--- src/rtl/vga_timing_pkg.sv ---
// vga_timing_pkg: shared raster timing constants and the line/frame total helper
package vga_timing_pkg;
  localparam int VGA_H_ACTIVE = 640;
  localparam int VGA_H_FP     = 16;
  localparam int VGA_H_SYNC   = 96;
  localparam int VGA_H_BP     = 48;
  localparam int VGA_V_ACTIVE = 480;
  localparam int VGA_V_FP     = 10;
  localparam int VGA_V_SYNC   = 2;
  localparam int VGA_V_BP     = 33;
  localparam int SVGA_H_ACTIVE = 800;
  localparam int SVGA_H_FP     = 56;
  localparam int SVGA_H_SYNC   = 120;
  localparam int SVGA_H_BP     = 64;
  localparam int SVGA_V_ACTIVE = 600;
  localparam int SVGA_V_FP     = 37;
  localparam int SVGA_V_SYNC   = 6;
  localparam int SVGA_V_BP     = 23;
  function automatic int timing_total(input int active, input int fp, input int sync, input int bp);
    return active + fp + sync + bp;
  endfunction
endpackage

--- src/rtl/vga_timing_gen_if.sv ---
// vga_timing_gen_if: run enable in, raster timing outputs back to the pixel pipeline
interface vga_timing_gen_if #(
  parameter int XW = 10,
  parameter int YW = 10
);
  logic          en;
  logic          pix_en;
  logic          hs;
  logic          vs;
  logic          blank;
  logic [XW-1:0] x;
  logic [YW-1:0] y;
  logic          line_start;
  logic          frame_start;
  logic          vblank_start;
  modport master (
    input  en,
    output pix_en, hs, vs, blank, x, y, line_start, frame_start, vblank_start
  );
  modport slave (
    output en,
    input  pix_en, hs, vs, blank, x, y, line_start, frame_start, vblank_start
  );
endinterface

--- src/rtl/pix_tick_gen.sv ---
// pix_tick_gen: divides clk by DIV into a combinational tick and a registered one-clk pix_en
module pix_tick_gen #(
  parameter int DIV = 4
) (
  input  logic clk,
  input  logic rst_n,
  input  logic en,
  output logic tick,
  output logic pix_en
);
  localparam int CW = DIV > 1 ? $clog2(DIV) : 1;
  logic [CW-1:0] cnt_q, cnt_d;
  logic          pix_en_q, pix_en_d;
  // count enabled clocks; the wrap is the tick and pix_en follows it by one register
  always_comb begin
    tick     = en && cnt_q == CW'(DIV - 1);
    cnt_d    = !en ? cnt_q : tick ? '0 : cnt_q + CW'(1);
    pix_en_d = tick;
  end
  // prescaler state and pix_en register
  always_ff @(posedge clk or negedge rst_n) begin
    if (!rst_n) begin
      cnt_q    <= '0;
      pix_en_q <= 1'b0;
    end else begin
      cnt_q    <= cnt_d;
      pix_en_q <= pix_en_d;
    end
  end
  assign pix_en = pix_en_q;
endmodule

--- src/rtl/vga_timing_gen.sv ---
// vga_timing_gen: parametrised raster timing generator with aligned sync, blank, coordinates and strobes
module vga_timing_gen
  import vga_timing_pkg::*;
#(
  parameter int CLK_DIV  = 4,
  parameter int H_ACTIVE = VGA_H_ACTIVE,
  parameter int H_FP     = VGA_H_FP,
  parameter int H_SYNC   = VGA_H_SYNC,
  parameter int H_BP     = VGA_H_BP,
  parameter int V_ACTIVE = VGA_V_ACTIVE,
  parameter int V_FP     = VGA_V_FP,
  parameter int V_SYNC   = VGA_V_SYNC,
  parameter int V_BP     = VGA_V_BP,
  parameter bit HS_POL   = 1'b0,
  parameter bit VS_POL   = 1'b0,
  parameter int XW       = 10,
  parameter int YW       = 10
) (
  input logic              clk,
  input logic              rst_n,
  vga_timing_gen_if.master vif
);
  localparam int H_TOTAL = timing_total(H_ACTIVE, H_FP, H_SYNC, H_BP);
  localparam int V_TOTAL = timing_total(V_ACTIVE, V_FP, V_SYNC, V_BP);
  localparam int HS_BEG  = H_ACTIVE + H_FP;
  localparam int HS_END  = HS_BEG + H_SYNC;
  localparam int VS_BEG  = V_ACTIVE + V_FP;
  localparam int VS_END  = VS_BEG + V_SYNC;
  if (H_TOTAL > (1 << XW)) begin : g_bad_xw
    $error("vga_timing_gen: H_total does not fit in XW bits");
  end
  if (V_TOTAL > (1 << YW)) begin : g_bad_yw
    $error("vga_timing_gen: V_total does not fit in YW bits");
  end
  if (CLK_DIV < 1) begin : g_bad_div
    $error("vga_timing_gen: CLK_DIV must be at least 1");
  end
  logic          tick;
  logic [XW-1:0] hc_q, hc_d, x_q, x_d;
  logic [YW-1:0] vc_q, vc_d, y_q, y_d;
  logic          hs_q, hs_d, vs_q, vs_d, blank_q, blank_d;
  logic          ls_q, ls_d, fs_q, fs_d, vbs_q, vbs_d;
  logic [31:0]   hi, vi;
  logic          h_last, new_px;
  pix_tick_gen #(.DIV(CLK_DIV)) u_tick (
    .clk    (clk),
    .rst_n  (rst_n),
    .en     (vif.en),
    .tick   (tick),
    .pix_en (vif.pix_en)
  );
  // advance counters on each tick; decode the output set from the counters one clk later, strobing only on a new position
  always_comb begin
    hi      = 32'(hc_q);
    vi      = 32'(vc_q);
    h_last  = hi == H_TOTAL - 1;
    hc_d    = !tick ? hc_q : h_last ? '0 : hc_q + XW'(1);
    vc_d    = !(tick && h_last) ? vc_q : vi == V_TOTAL - 1 ? '0 : vc_q + YW'(1);
    new_px  = vif.en && (hc_q != x_q || vc_q != y_q);
    x_d     = vif.en ? hc_q : x_q;
    y_d     = vif.en ? vc_q : y_q;
    blank_d = vif.en ? (hi >= H_ACTIVE || vi >= V_ACTIVE) : blank_q;
    hs_d    = vif.en ? ((hi >= HS_BEG && hi < HS_END) ? HS_POL : !HS_POL) : hs_q;
    vs_d    = vif.en ? ((vi >= VS_BEG && vi < VS_END) ? VS_POL : !VS_POL) : vs_q;
    ls_d    = new_px && hc_q == '0;
    fs_d    = ls_d && vc_q == '0;
    vbs_d   = ls_d && vi == V_ACTIVE;
  end
  // counter and output registers
  always_ff @(posedge clk or negedge rst_n) begin
    if (!rst_n) begin
      hc_q    <= '0;
      vc_q    <= '0;
      x_q     <= '0;
      y_q     <= '0;
      blank_q <= 1'b1;
      hs_q    <= !HS_POL;
      vs_q    <= !VS_POL;
      ls_q    <= 1'b0;
      fs_q    <= 1'b0;
      vbs_q   <= 1'b0;
    end else begin
      hc_q    <= hc_d;
      vc_q    <= vc_d;
      x_q     <= x_d;
      y_q     <= y_d;
      blank_q <= blank_d;
      hs_q    <= hs_d;
      vs_q    <= vs_d;
      ls_q    <= ls_d;
      fs_q    <= fs_d;
      vbs_q   <= vbs_d;
    end
  end
  assign vif.x            = x_q;
  assign vif.y            = y_q;
  assign vif.blank        = blank_q;
  assign vif.hs           = hs_q;
  assign vif.vs           = vs_q;
  assign vif.line_start   = ls_q;
  assign vif.frame_start  = fs_q;
  assign vif.vblank_start = vbs_q;
endmodule

--- src/flat_wrapper.sv ---
// flat-port wrapper written by rule: the top's interface ports become plain ports
module vga_timing_gen_flat import vga_timing_pkg::*;
#(
  parameter int CLK_DIV  = 4,
  parameter int H_ACTIVE = VGA_H_ACTIVE,
  parameter int H_FP     = VGA_H_FP,
  parameter int H_SYNC   = VGA_H_SYNC,
  parameter int H_BP     = VGA_H_BP,
  parameter int V_ACTIVE = VGA_V_ACTIVE,
  parameter int V_FP     = VGA_V_FP,
  parameter int V_SYNC   = VGA_V_SYNC,
  parameter int V_BP     = VGA_V_BP,
  parameter bit HS_POL   = 1'b0,
  parameter bit VS_POL   = 1'b0,
  parameter int XW       = 10,
  parameter int YW       = 10
)
  (clk, rst_n, vif_en, vif_pix_en, vif_hs, vif_vs, vif_blank, vif_x, vif_y, vif_line_start, vif_frame_start, vif_vblank_start);
  vga_timing_gen_if #(.XW(XW), .YW(YW)) vif_i ();
  input logic clk;
  input logic rst_n;
  input wire logic [$bits(vif_i.en)-1:0] vif_en;
  output wire logic [$bits(vif_i.pix_en)-1:0] vif_pix_en;
  output wire logic [$bits(vif_i.hs)-1:0] vif_hs;
  output wire logic [$bits(vif_i.vs)-1:0] vif_vs;
  output wire logic [$bits(vif_i.blank)-1:0] vif_blank;
  output wire logic [$bits(vif_i.x)-1:0] vif_x;
  output wire logic [$bits(vif_i.y)-1:0] vif_y;
  output wire logic [$bits(vif_i.line_start)-1:0] vif_line_start;
  output wire logic [$bits(vif_i.frame_start)-1:0] vif_frame_start;
  output wire logic [$bits(vif_i.vblank_start)-1:0] vif_vblank_start;
  assign vif_i.en = vif_en;
  assign vif_pix_en = vif_i.pix_en;
  assign vif_hs = vif_i.hs;
  assign vif_vs = vif_i.vs;
  assign vif_blank = vif_i.blank;
  assign vif_x = vif_i.x;
  assign vif_y = vif_i.y;
  assign vif_line_start = vif_i.line_start;
  assign vif_frame_start = vif_i.frame_start;
  assign vif_vblank_start = vif_i.vblank_start;
  vga_timing_gen #(.CLK_DIV(CLK_DIV), .H_ACTIVE(H_ACTIVE), .H_FP(H_FP), .H_SYNC(H_SYNC), .H_BP(H_BP), .V_ACTIVE(V_ACTIVE), .V_FP(V_FP), .V_SYNC(V_SYNC), .V_BP(V_BP), .HS_POL(HS_POL), .VS_POL(VS_POL), .XW(XW), .YW(YW)) u_core (.clk(clk), .rst_n(rst_n), .vif(vif_i));
endmodule
--- config.mk ---
export PLATFORM = sky130hd
export DESIGN_NAME = vga_timing_gen_flat
export DESIGN_NICKNAME = d
export VERILOG_FILES = /design/src/rtl/vga_timing_pkg.sv /design/src/rtl/vga_timing_gen_if.sv /design/src/rtl/pix_tick_gen.sv /design/src/rtl/vga_timing_gen.sv /design/src/flat_wrapper.sv
export SDC_FILE = /design/constraint.sdc
export NUM_CORES = 1
export LEC_CHECK = 0
export ABC_AREA = 1
export CAP_MARGIN = 20
export CORE_MARGIN = 2
export CORE_UTILIZATION = 40
export CTS_BUF_LIST = sky130_fd_sc_hd__clkbuf_4 sky130_fd_sc_hd__clkbuf_8
export CTS_CLUSTER_SIZE = 24
export DETAILED_ROUTE_END_ITERATION = 16
export PLACE_DENSITY = 0.59
export SYNTH_ARGS = -nofsm -noshare
export SYNTH_HDL_FRONTEND = slang
export SYNTH_SLANG_ARGS = --single-unit
--- constraint.sdc ---
create_clock -name clk -period 1.9 [get_ports clk]
set_input_delay 0.475 -clock clk [delete_from_list [all_inputs] [get_ports clk]]
set_output_delay 0.475 -clock clk [all_outputs]
set_load 0.01 [all_outputs]
==> results of run 1 <==
-- layout by cell type, fill, tap and decap left out, types with 2 or more instances in the layout --
cell type and instances:
a21oi_1 5, buf_4 6, clkbuf_4 3, clkbuf_8 5, clkdlybuf4s50_1 27, dfrtp_1 46, dfstp_2 3, ha_1 5
inv_1 46, inv_2 7, nand2_1 107, nand2_4 2, nand3_1 16, nand4_1 6, nor2_1 35, nor3_1 6
nor4_1 2, o21a_1 2, o21ai_0 25, o21ai_1 6, xor2_1 10
-- registers in the layout, summed over array words and instances, names as in the netlist, 2 cells and up --
signal,flops
u_core.hc_q,10
u_core.u_tick.cnt_q,2
u_core.vc_q,10
u_core.vif.x,10
u_core.vif.y,10
-- worst paths after layout --
kind / start / to / cells after the start
min reg2reg: u_core.vif.hs / u_core.vif.hs / 2
min: rst_n / u_core.vif.x[6] / 1
max reg2reg: u_core.hc_q[0] / u_core.vc_q[5] / 7
max: u_core.vif.hs / vif_hs / 1
max in group asynchronous: rst_n / u_core.u_tick.pix_en / 2
min in group clk: u_core.vif.hs / u_core.vif.hs / 2
-- final cells by class --
type                    count  area share [%]
multi-input cells         238            37.8
repair buffers             36            11.1
well taps                  77            3.04
inverters                  53            6.28
clock buffers               8            2.88
flip-flops and latches     49            38.8
-- report_power, final --
part | total, mW | internal, mW | leakage [nW] | switching [mW]
Clock | 0.652 | 0.306 | 0.0498 | 0.347
Combinational | 0.792 | 0.335 | 0.975 | 0.457
Sequential | 1.36 | 1.20 | 0.557 | 0.165
Total | 2.81 | 1.84 | 1.58 | 0.969
-- kinds of logic (layout without fill, tap and decap cells) --
kind of cell	Yosys count	in the layout	share of synthesized area, %
buffers and inverters	64	97	9.60
adders and majority gates	5	5	2.33
xor gates and xnor gates	10	10	3.26
AOI/OAI and AO/OA	41	41	8.06
DFF	49	49	45.8
and+or+nand+nor	182	182	30.9
-- stage by stage --
stage	setup slack, ns	total power [mW]	utilization (%)	hold slack [ns]	instances
floorplan	0.470	1.86	-	0.179	351
global placement	-0.0614	2.17	47.8	0.457	453
detailed placement	-0.112	2.18	47.8	0.459	453
CTS	0.0165	2.84	49.3	0.150	461
global route	0.0157	3.02	49.3	0.165	461
finish	0.0549	2.81	49.3	0.139	461
-- synth_stat cells (2+ instances only) --
master / number / area share [%]
nand2_1: 107 / 15
dfrtp_1: 46 / 43
inv_1: 46 / 6.4
nor2_1: 35 / 4.9
o21ai_0: 25 / 4.7
nand3_1: 16 / 3.0
xor2_1: 10 / 3.3
inv_2: 7 / 0.98
nand4_1: 6 / 1.4
nor3_1: 6 / 1.1
o21ai_1: 6 / 1.1
a21oi_1: 5 / 0.93
ha_1: 5 / 2.3
buf_2: 4 / 0.75
clkbuf_1: 4 / 0.56
dfstp_2: 3 / 2.9
nand2_4: 2 / 0.84
nor4_1: 2 / 0.47
o21a_1: 2 / 0.56
-- metal layers --
layer	global-route usage, %	up-vias
met5	0	-
met4	5.19	0
met3	3.18	7
met2	25.2	41
met1	26.1	1052
li1	-	1158
-- repair_timing --
item | CTS | global route
resized for setup | 0 | 1
hold buffers | 0 | 0
endpoints found under the setup margin | 0 | 1
==> impl_metrics.toml, run 1 <==
[outcome]
status = "finished, final reports clean"

[timing]
maxSlewViolCount = 0
finalSetupTns_ns = 0
timing.fmax_ghz = 0.542
fin_skew_ns = 0.00480
relSlewSlack_pct = 64.9
finalCritPeriodShare_pct = 97.1
worstMarginPinSlew_ns = 0.527
hold_viol_final = 0
finalSetupViolations = 0
grt_setup_unrepaired = "false"
min_period_ns = 1.85

[clocking]
cts.sinks = 49
path_clk_slew_ns = 0.09
clk_latency_ns = 0.30
h-tree-depth = 2
cts_setup_buffers = 0
cts_buffers = 5
max-clock-path-buffers = 2
cts_tree = "done"
cts-root-buf = "clkbuf_8"

[logic_synthesis]
ys_ff_latch = 49
synthArstFlopShare_pct = 100
synth_edf_count = 0
yosys_warnings = 0
synth_ff_type = "dfrtp_1"
syn_area_mm2 = 0.00269
seq_area_frac_synth_pct = 45.8
syn_inst = 351
ys_types = 33
syn_avg_cell_area_um2 = 7.65
synth_nets = 359

[setup_path]
crit_buf_inv = 1
worst_path_max_delay_cell = "dfstp_2"
cp_slowest_stage_delay_ns = 0.54
cp_top_family = "flip-flops"
crit_type = "reg -> out"
cp-end-kind = "output port"
crit_chain = "clkdlybuf4s50_1"
crit_path_max_fanout = 2
worst_ep_arrival_time_ns = 1.37
ff2ff_setup_slack_ns = 0.34
cp.required_ns = 1.42
crit_path_start_kind = "flop"

[detailed_routing]
routed_wl_mm = 5.95
routed.top_layer = "met4"
wl_met1_mm = 3.17
met2WireLength_mm = 2.53
drt-vias-per-instance = 4.90
dr.pass1.iters = 4
drtIter0Drc = 134
drc = 0
wl_per_cell_um = 12.9
wl_met3_um = 172
ant_nets = 0
vias = 2258

[floorplan]
num_rows = 29
die_y_um = 85.9
die_w_um = 85.9
core_region_area_mm2 = 0.00642
initial_utilization_pct = 41.8
io_pins = 30
die-area_mm2 = 0.00738

[placement]
dp_hpwl_mm = 4.51
place.gp.congestion = 0.876
port_buffers = 29
place_area_mm2 = 0.00307

[grt]
grt_usage_pct = 17.4
antenna_found_initial = 0
grt_pass1_vias = 2053
grt_max_degree = 29
grt_pass1_wl_mm = 10.1
grt_overflow = 0

[run]
maxCapViolations = 0

[cells_and_area]
register_area_mm2 = 0.00123
antennaDiodeCount = 0
design_area_mm2 = 0.00317
fillers = 642
multiInputGateArea_mm2 = 0.00120
fin_nets = 391
drive_gt1_share_pct = 9.38
area_growth_syn_to_layout_pct = 17.9

[power]
p_leak_nw = 1.58
ir_worst_vdd_mv = 0.284
power_density_mw_per_mm2 = 886

[hold_path]
hold_path_class = "in -> async"
(Power assumes the default switching activity.)
==> inputs of run 2 (changes only) <==
- SYNTH_HIERARCHICAL: default -> 1
- TNS_END_PERCENT: default -> 50
==> impl_metrics.toml, run 2 <==
[setup_path]
crit_start = "u_core/vif.vs"
worstReg2RegStart = "u_core/u_tick/cnt_q[0]"
crit_path_start_kind = "flop"
worst_path_max_delay_cell = "dfstp_2"
crit_chain = "clkdlybuf4s50_1"
crit_path_max_fanout = 2
cp_slowest_stage_delay_ns = 0.54
cp_top_family = "flip-flops"
cp.required_ns = 1.42
worst_ep_arrival_time_ns = 1.36
crit_type = "reg -> out"
crit_buf_inv = 1
cp-end-kind = "output port"

[logic_synthesis]
synth_top_family_by_area = "simple AND/OR/NAND/NOR gates"
syn_inst = 355
synth_xor_area_share_pct = 1.99
syn_avg_cell_area_um2 = 7.45
yosys-top-cells-area = "dfrtp_1 44%, nand2_1 16%, inv_1 7.1%, o21ai_0 6.8%, nor2_1 3.8%"
synth_fa_ha_area_share_pct = 2.37
synthArstFlopShare_pct = 100
ys_top_cells_by_count = "115 x nand2_1, 50 x inv_1, 46 x dfrtp_1, 36 x o21ai_0, 27 x nor2_1"
ys_ff_latch = 49
synth.most_common_cell = "nand2_1"
synth-compound-area-share_pct = 9.18
seq_area_frac_synth_pct = 46.5
synth_area_leader_cell = "dfrtp_1"
synth_top_area_share_pct = 43.5
yosys.area_share.simple_pct = 29.4
yosys_warnings = 6
syn_area_mm2 = 0.00265
synth_edf_count = 0
synth_mux_area_share_pct = 0
ys_types = 31
synth_nets = 363
synth_ff_type = "dfrtp_1"

[cells_and_area]
fin_util_pct = 49.0
area_growth_syn_to_layout_pct = 18.3
drive_gt1_share_pct = 7.71
multiInputGateArea_mm2 = 0.00113
register_area_mm2 = 0.00123
antennaDiodeCount = 0
design_area_mm2 = 0.00313
layout_common_cells = "115 x nand2_1, 50 x inv_1, 46 x dfrtp_1"
layout_commonest_cell = "nand2_1"
finalNonFillerCells = 466
fillers = 630
fin_nets = 396

[detailed_routing]
drtIter0Drc = 113
wl_per_cell_um = 12.3
dr.pass1.iters = 4
ant_nets = 0
routed_wl_mm = 5.72
vias = 2274
drc = 0
drt-vias-per-instance = 4.88

[clocking]
hold_buffers = 0
max-clock-path-buffers = 2
clk_latency_ns = 0.30
cts.sinks = 49
cts_setup_buffers = 0
cts_tree = "done"
cts-root-buf = "clkbuf_8"
post_cts_resized = 0
cts_buffers = 5
path_clk_slew_ns = 0.09
h-tree-depth = 2

[timing]
finalCritPeriodShare_pct = 96.5
maxSlewViolCount = 0
finalSetupViolations = 0
fin_skew_ns = 0.00744
worstMarginPinSlew_ns = 0.369
min_period_ns = 1.83
hold_viol_final = 0
finalSetupTns_ns = 0
relSlewSlack_pct = 75.4
whs_ns = 0.0721
timing.fmax_ghz = 0.545
fin_ws_ns = 0.0658
grt_setup_unrepaired = "false"

[floorplan]
io_pins = 30
core_region_area_mm2 = 0.00639
die_w_um = 85.3
die_y_um = 85.3
initial_utilization_pct = 41.4
num_rows = 29
die-area_mm2 = 0.00728

[grt]
antenna_found_initial = 0
grt_pass1_wl_mm = 10.1
grt_usage_pct = 17.3
grt_max_degree = 37
grt_overflow = 0
grt_pass1_vias = 2188

[placement]
port_buffers = 29
dp_hpwl_mm = 4.26
place.gp.congestion = 0.802
place_area_mm2 = 0.00303
dp_cells = 458
post-place-ws_ns = -0.151

[power]
p_seq_share_pct = 46.9
p_leak_nw = 1.62
intPower_mw = 2.04
power_density_mw_per_mm2 = 1020
power.net_switching_mw = 1.16
pwr-share-clk_pct = 21.1
ir_worst_vdd_mv = 0.517
power_frac_comb_pct = 32.0
netSwitchingFraction_pct = 36.3
power_mw = 3.20

[hold_path]
hold_path_class = "in -> async"

[outcome]
status = "finished, final reports clean"

[run]
maxCapViolations = 0
[run 2: changes by cell type after synthesis, sizes merged, moves of 2 or more]
cell    previous run  this run
o21ai             31        37
xor2              10         6
clkbuf             5         3
nand4              7         9
nand2            110       116
nor2              37        28
buf                6         8
[run 2: layout make-up]
cell class	instances	area share, %
Tap cell	77	3.08
Clock buffer	8	3.12
Inverter	55	6.76
Timing Repair Buffer	37	11.4
Sequential cell	49	39.3
Multi-Input combinational cell	240	36.3
[run 2: path summary, 6_finish.rpt]
kind	end	slack (ns)	cells past startpoint
hold reg to reg	u_core/u_tick/cnt_q[1]	0.48	2
hold / removal	u_core/vif.y[4]	0.07	1
setup reg to reg	u_core/hc_q[7]	0.30	10
max in group asynchronous	u_core/vif.hs	1.24	2
setup / recovery	vif_vs	0.07	1
min in group clk	u_core/u_tick/cnt_q[1]	0.48	2
[run 2: logic make-up after synthesis]
family                     count (synthesis)
and+or+nand+nor                          182
buffers and inverters                     66
DFF                                       49
AOI/OAI and AO/OA                         47
xor gates and xnor gates                   6
adders and majority gates                  5
[run 2: routing by layer]
metal,global-route usage (%),vias up,routed length [um]
li1,-,1179,-
met1,22.1,1050,2770
met2,30.3,38,2740
met3,3.21,7,174
met4,4.47,0,39
met5,0,-,0
[run 2: power groups by stage]
stage	combinational (mW)	sequential [mW]	clock (mW)
global route	1.19	1.55	0.739
detailed placement	1.04	1.53	0
global placement	1.03	1.52	0
floorplan	0.642	1.49	0
finish	1.02	1.50	0.675
CTS	1.04	1.51	0.702
==> inputs of run 3 (changes only) <==
- CORE_UTILIZATION: 40 -> 49
- PLACE_DENSITY: 0.59 -> 0.7
==> impl_metrics.toml, run 3 (same netlist as run 2, synthesis figures left out) <==
[outcome]
status = "finished, final reports clean"

[cells_and_area]
fin_util_pct = 61.1
fillers = 468
fin_nets = 396
design_area_mm2 = 0.00316
antennaDiodeCount = 0
layout_commonest_cell = "nand2_1"
finalNonFillerCells = 459
drive_gt1_share_pct = 7.97
layout_common_cells = "115 x nand2_1, 50 x inv_1, 46 x dfrtp_1"
area_growth_syn_to_layout_pct = 19.4

[timing]
finalCritPeriodShare_pct = 96.8
finalSetupTns_ns = 0
relSlewSlack_pct = 78.2
finalSetupViolations = 0
grt_setup_unrepaired = "false"
hold_viol_final = 0
fin_skew_ns = 0.00552
timing.fmax_ghz = 0.544
maxSlewViolCount = 0
min_period_ns = 1.84
worstMarginPinSlew_ns = 0.324
whs_ns = 0.131

[setup_path]
crit_type = "reg -> out"
cp-end-kind = "output port"
crit_chain = "clkdlybuf4s50_1"
crit_path_max_fanout = 2
worst_path_max_delay_cell = "dfstp_2"
cp.required_ns = 1.42
worst_ep_arrival_time_ns = 1.36
cp_top_family = "flip-flops"
crit_path_start_kind = "flop"
cp_slowest_stage_delay_ns = 0.54
crit_buf_inv = 1

[floorplan]
die-area_mm2 = 0.00600
die_w_um = 77.5
num_rows = 26
core_region_area_mm2 = 0.00517
die_y_um = 77.5
io_pins = 30
initial_utilization_pct = 51.1

[clocking]
cts_buffers = 5
cts_setup_buffers = 0
max-clock-path-buffers = 2
hold_buffers = 0
cts-root-buf = "clkbuf_8"
cts.sinks = 49
clk_latency_ns = 0.30
cts_tree = "done"
h-tree-depth = 2
path_clk_slew_ns = 0.09

[hold_path]
hold_path_class = "in -> async"

[grt]
antenna_found_initial = 0
grt_max_degree = 50
grt_pass1_wl_mm = 9.72
grt_overflow = 0
grt_pass1_vias = 2082
grt_usage_pct = 20.5

[power]
power_frac_comb_pct = 30.4
netSwitchingFraction_pct = 34.5
p_seq_share_pct = 44.0
pwr-share-clk_pct = 25.6
power.net_switching_mw = 1.18
p_leak_nw = 1.63
ir_worst_vdd_mv = 0.657
intPower_mw = 2.24
power_density_mw_per_mm2 = 1080

[detailed_routing]
ant_nets = 0
dr.pass1.iters = 5
drtIter0Drc = 123
vias = 2286
drt-vias-per-instance = 4.98
drc = 0
routed_wl_mm = 5.62
wl_per_cell_um = 12.2

[placement]
port_buffers = 29
place.gp.congestion = 0.852
place_area_mm2 = 0.00302
dp_hpwl_mm = 4.06
dp_cells = 451

[run]
maxCapViolations = 0
[run 3: metal layers]
layer	track usage, %	part of all wire [%]	up-vias
met3	3.95	4.0	4
met1	29.0	49	1051
li1	-	-	1178
met5	0	0	-
met2	32.0	46	53
met4	6.43	0.94	0
[run 3: power by group through the flow]
stage	logic [mW]	registers, mW	clock network, mW
global route	1.19	1.55	0.939
floorplan	0.642	1.49	0
finish	1.04	1.51	0.877
CTS	1.04	1.51	0.904
detailed placement	1.04	1.52	0
global placement	1.03	1.52	0
[run 3: what timing repair did]
| item | CTS | global route |
|---|---|---|
| hold endpoints to repair | 0 | 0 |
| setup endpoints to repair | 0 | 1 |
| resized for setup | 0 | 2 |
[run 3: through the flow]
stage,setup slack (ns),power [mW]
3_3_place_gp,-0.0835,2.55
2_1_floorplan,0.358,2.13
3_5_place_dp,-0.129,2.56
4_1_cts,0.0396,3.45
5_1_grt,0.00532,3.67
6_report,0.0608,3.42
[run 3: area by class of cell]
type | instances | area, um^2 | share of cell area, %
Multi-Input combinational cell | 240 | 1140 | 36.0
Sequential cell | 49 | 1230 | 38.9
Clock inverter | 3 | 65.1 | 2.06
Timing Repair Buffer | 37 | 358 | 11.3
Clock buffer | 5 | 68.8 | 2.18
Tap cell | 70 | 87.6 | 2.77
Inverter | 55 | 211 | 6.70
[run 3: path summary, 6_finish.rpt]
path / start / to / slack (ns) / cells after the start
min: rst_n / u_core/vif.x[1] / 0.13 / 2
min in group clk: u_core/u_tick/cnt_q[1] / u_core/u_tick/cnt_q[1] / 0.49 / 2
max in group asynchronous: rst_n / u_core/vif.hs / 1.47 / 2
min reg2reg: u_core/u_tick/cnt_q[1] / u_core/u_tick/cnt_q[1] / 0.49 / 2
max: u_core/vif.hs / vif_hs / 0.06 / 1
max reg2reg: u_core/u_tick/cnt_q[0] / u_core/hc_q[8] / 0.28 / 9
==> patch (flow settings as in run 1) <==
`YW` is set to 10 in 3 places; all go to 11.
--- a/src/rtl/vga_timing_gen_if.sv
+++ b/src/rtl/vga_timing_gen_if.sv
@@ -1,7 +1,7 @@
 // vga_timing_gen_if: run enable in, raster timing outputs back to the pixel pipeline
 interface vga_timing_gen_if #(
   parameter int XW = 10,
-  parameter int YW = 10
+  parameter int YW = 11
 );
   logic          en;
   logic          pix_en;
--- a/src/rtl/vga_timing_gen.sv
+++ b/src/rtl/vga_timing_gen.sv
@@ -14,7 +14,7 @@
   parameter bit HS_POL   = 1'b0,
   parameter bit VS_POL   = 1'b0,
   parameter int XW       = 10,
-  parameter int YW       = 10
+  parameter int YW       = 11
 ) (
   input logic              clk,
   input logic              rst_n,
--- a/src/flat_wrapper.sv
+++ b/src/flat_wrapper.sv
@@ -13,7 +13,7 @@
   parameter bit HS_POL   = 1'b0,
   parameter bit VS_POL   = 1'b0,
   parameter int XW       = 10,
-  parameter int YW       = 10
+  parameter int YW       = 11
 )
   (clk, rst_n, vif_en, vif_pix_en, vif_hs, vif_vs, vif_blank, vif_x, vif_y, vif_line_start, vif_frame_start, vif_vblank_start);
   vga_timing_gen_if #(.XW(XW), .YW(YW)) vif_i ();
Interface: changed (resized vif_y); port bits go from 30 to 31. The function was not compared with the original's and may differ.
==> patch against run 1 <==
Final area rose by 6.4%; first-iteration DRC count shrank 28%; highest routed layer unchanged; sequential cell count grew 2; clock power is 3% higher; area after synthesis increased by 4.4%; worst setup slack got worse by 2.7 ps; routed wire length rose by 7.8%; total power grew 14%.
==> patch: results (changes against run 1) <==
Status
  – Status: completed

Timing
  – Final worst slack: 52.2 ps (-2.69 ps)
  – Slew headroom: 0.769 (+0.121)
  – Clock skew: 11.3 ps (+6.47 ps)
  – Final hold slack: 155 ps (+16.4 ps)

Logic synthesis
  – Register area share after synthesis: 0.457 (-0.00137)
  – Syn Nets: 385 (+7.2%)
  – Mux cell area share after synthesis: 0 (unchanged)
  – Cell variety after synth: 32 (-3.0%)
  – Dominant synthesized flop cell: dfrtp_1
  – Synth area leaders: dfrtp_1 (43%), nand2_1 (16%), inv_1 (7.1%)
  – Post-Synth Adder-Cell Area: 0.0223 (-0.000978)
  – Post-synthesis compound-gate area fraction: 0.0808 (+0.000188)
  – Post-synth top cells: nand2_1 (121), inv_1 (53), dfrtp_1 (48)
  – Fraction of synthesized cell area in xor and xnor cells: 0.0281 (-0.00449)
  – Syn avg cell area: 7.43 um2 (-2.8%)

Layout
  – Nonclk inv count: 56 (+5.7%)
  – Share of cells above drive strength 1: 0.0889 (-0.00481)
  – Non-clk bufs: 43 (+19%)
  – Clkbuf count: 6 (-2)
  – Clock buf/inv share: 0.0293 (+0.000493)
  – Nets: 423 (+8.2%)
  – Most common library cell in the layout ignoring fill and taps: nand2_1
  – Number of fill cells: 679 (+5.8%)
  – Sequential cell area share: 0.380 (-0.00851)
  – Comb_multi_in: 258 (+8.4%)
  – Reg area: 0.00128 mm2 (+4.1%)
  – Seq cells: 51 (+4.1%)
  – Multi-input logic portion of the cell area: 0.370 (-0.00789)
  – Non-clock buffers, area share: 0.122 (+0.0104)

Pwr
  – Max IR drop VDD: 0.000745 V (+160%)
  – Leakage: 1.70 nW (+7.5%)
  – NetSw: 1.18 mW (+22%)

Route
  – Vias: 2401 (+6.3%)
  – Vias/cell: 4.69 (-4.3%)
  – Wire per inst: 12.5 um (-2.9%)
  – Initial DRC Count: 97 (-28%)

Placement
  – Placed insts: 504 (+11%)
  – Placed Area: 0.00327 mm2 (+6.3%)
  – Pre-CTS setup slack: -41.2 ps (+70.5 ps)
  – Placer Congestion: 0.849 (-3.1%)
  – Port bufs: 30 (+3.4%)
  – Post-DP HPWL: 4870 um (+7.8%)

Critical path
  – Reg2Reg Launch Point: u_core.vc_q[0]$_DFFE_PN0P_
  – Capturing point of the worst reg2reg path: u_core.vc_q[8]$_DFFE_PN0P_
  – Worst Setup EP: vif_hs
  – Worst Reg-to-Reg Cells: 6 (-1)
  – Top delay family on crit path: flip-flops
  – Reg2Reg Setup Slack: 330 ps

Clocking
  – CTS max path bufs: 2 (unchanged)
  – Worst-Skew Late Latency: 300 ps (about the same)
  – Clock transition at the registers of the reported paths: 100 ps

GRT
  – Vias in the first global route: 2314 (+13%)
  – First-pass GRT wire length: 11100 um (+10%)
  – Total GRT Usage: 0.181 (+0.00798)
  – Largest net degree at the start of global routing: 52 (+79%)

Floorplan
  – N_taps: 96 (+25%)
[patch: cell types whose count changed after synthesis, sizes merged, moves of 2 or more]
cell and change:
xor2 -2, dfrtp +2, o21ai +4, a31oi +2, nand4 +2, buf +2, nor3 +2, inv +2
o21a -2, nor4 -2, nand3 +4, nand2 +13
[patch: routing by layer]
metal  part of all wire  global-route usage  vias up
met5                  0                   0        -
met4              0.012              0.0378        0
met3              0.031              0.0302        6
met2               0.48               0.304       45
met1               0.48               0.248     1096
li1                   -                   -     1254
[patch: power by group through the flow]
stage          clock network (mW)  logic (mW)  registers, mW
2_1_floorplan                   0       0.623           1.50
3_3_place_gp                    0        1.04           1.51
3_5_place_dp                    0        1.05           1.51
4_1_cts                     0.689        1.05           1.49
5_1_grt                     0.749        1.18           1.52
6_report                    0.671        1.03           1.49
[patch: timing repair]
action                     in CTS  in global routing
buffers inserted                0                  0
resized for setup               0                  2
setup endpoints to repair       0                  2
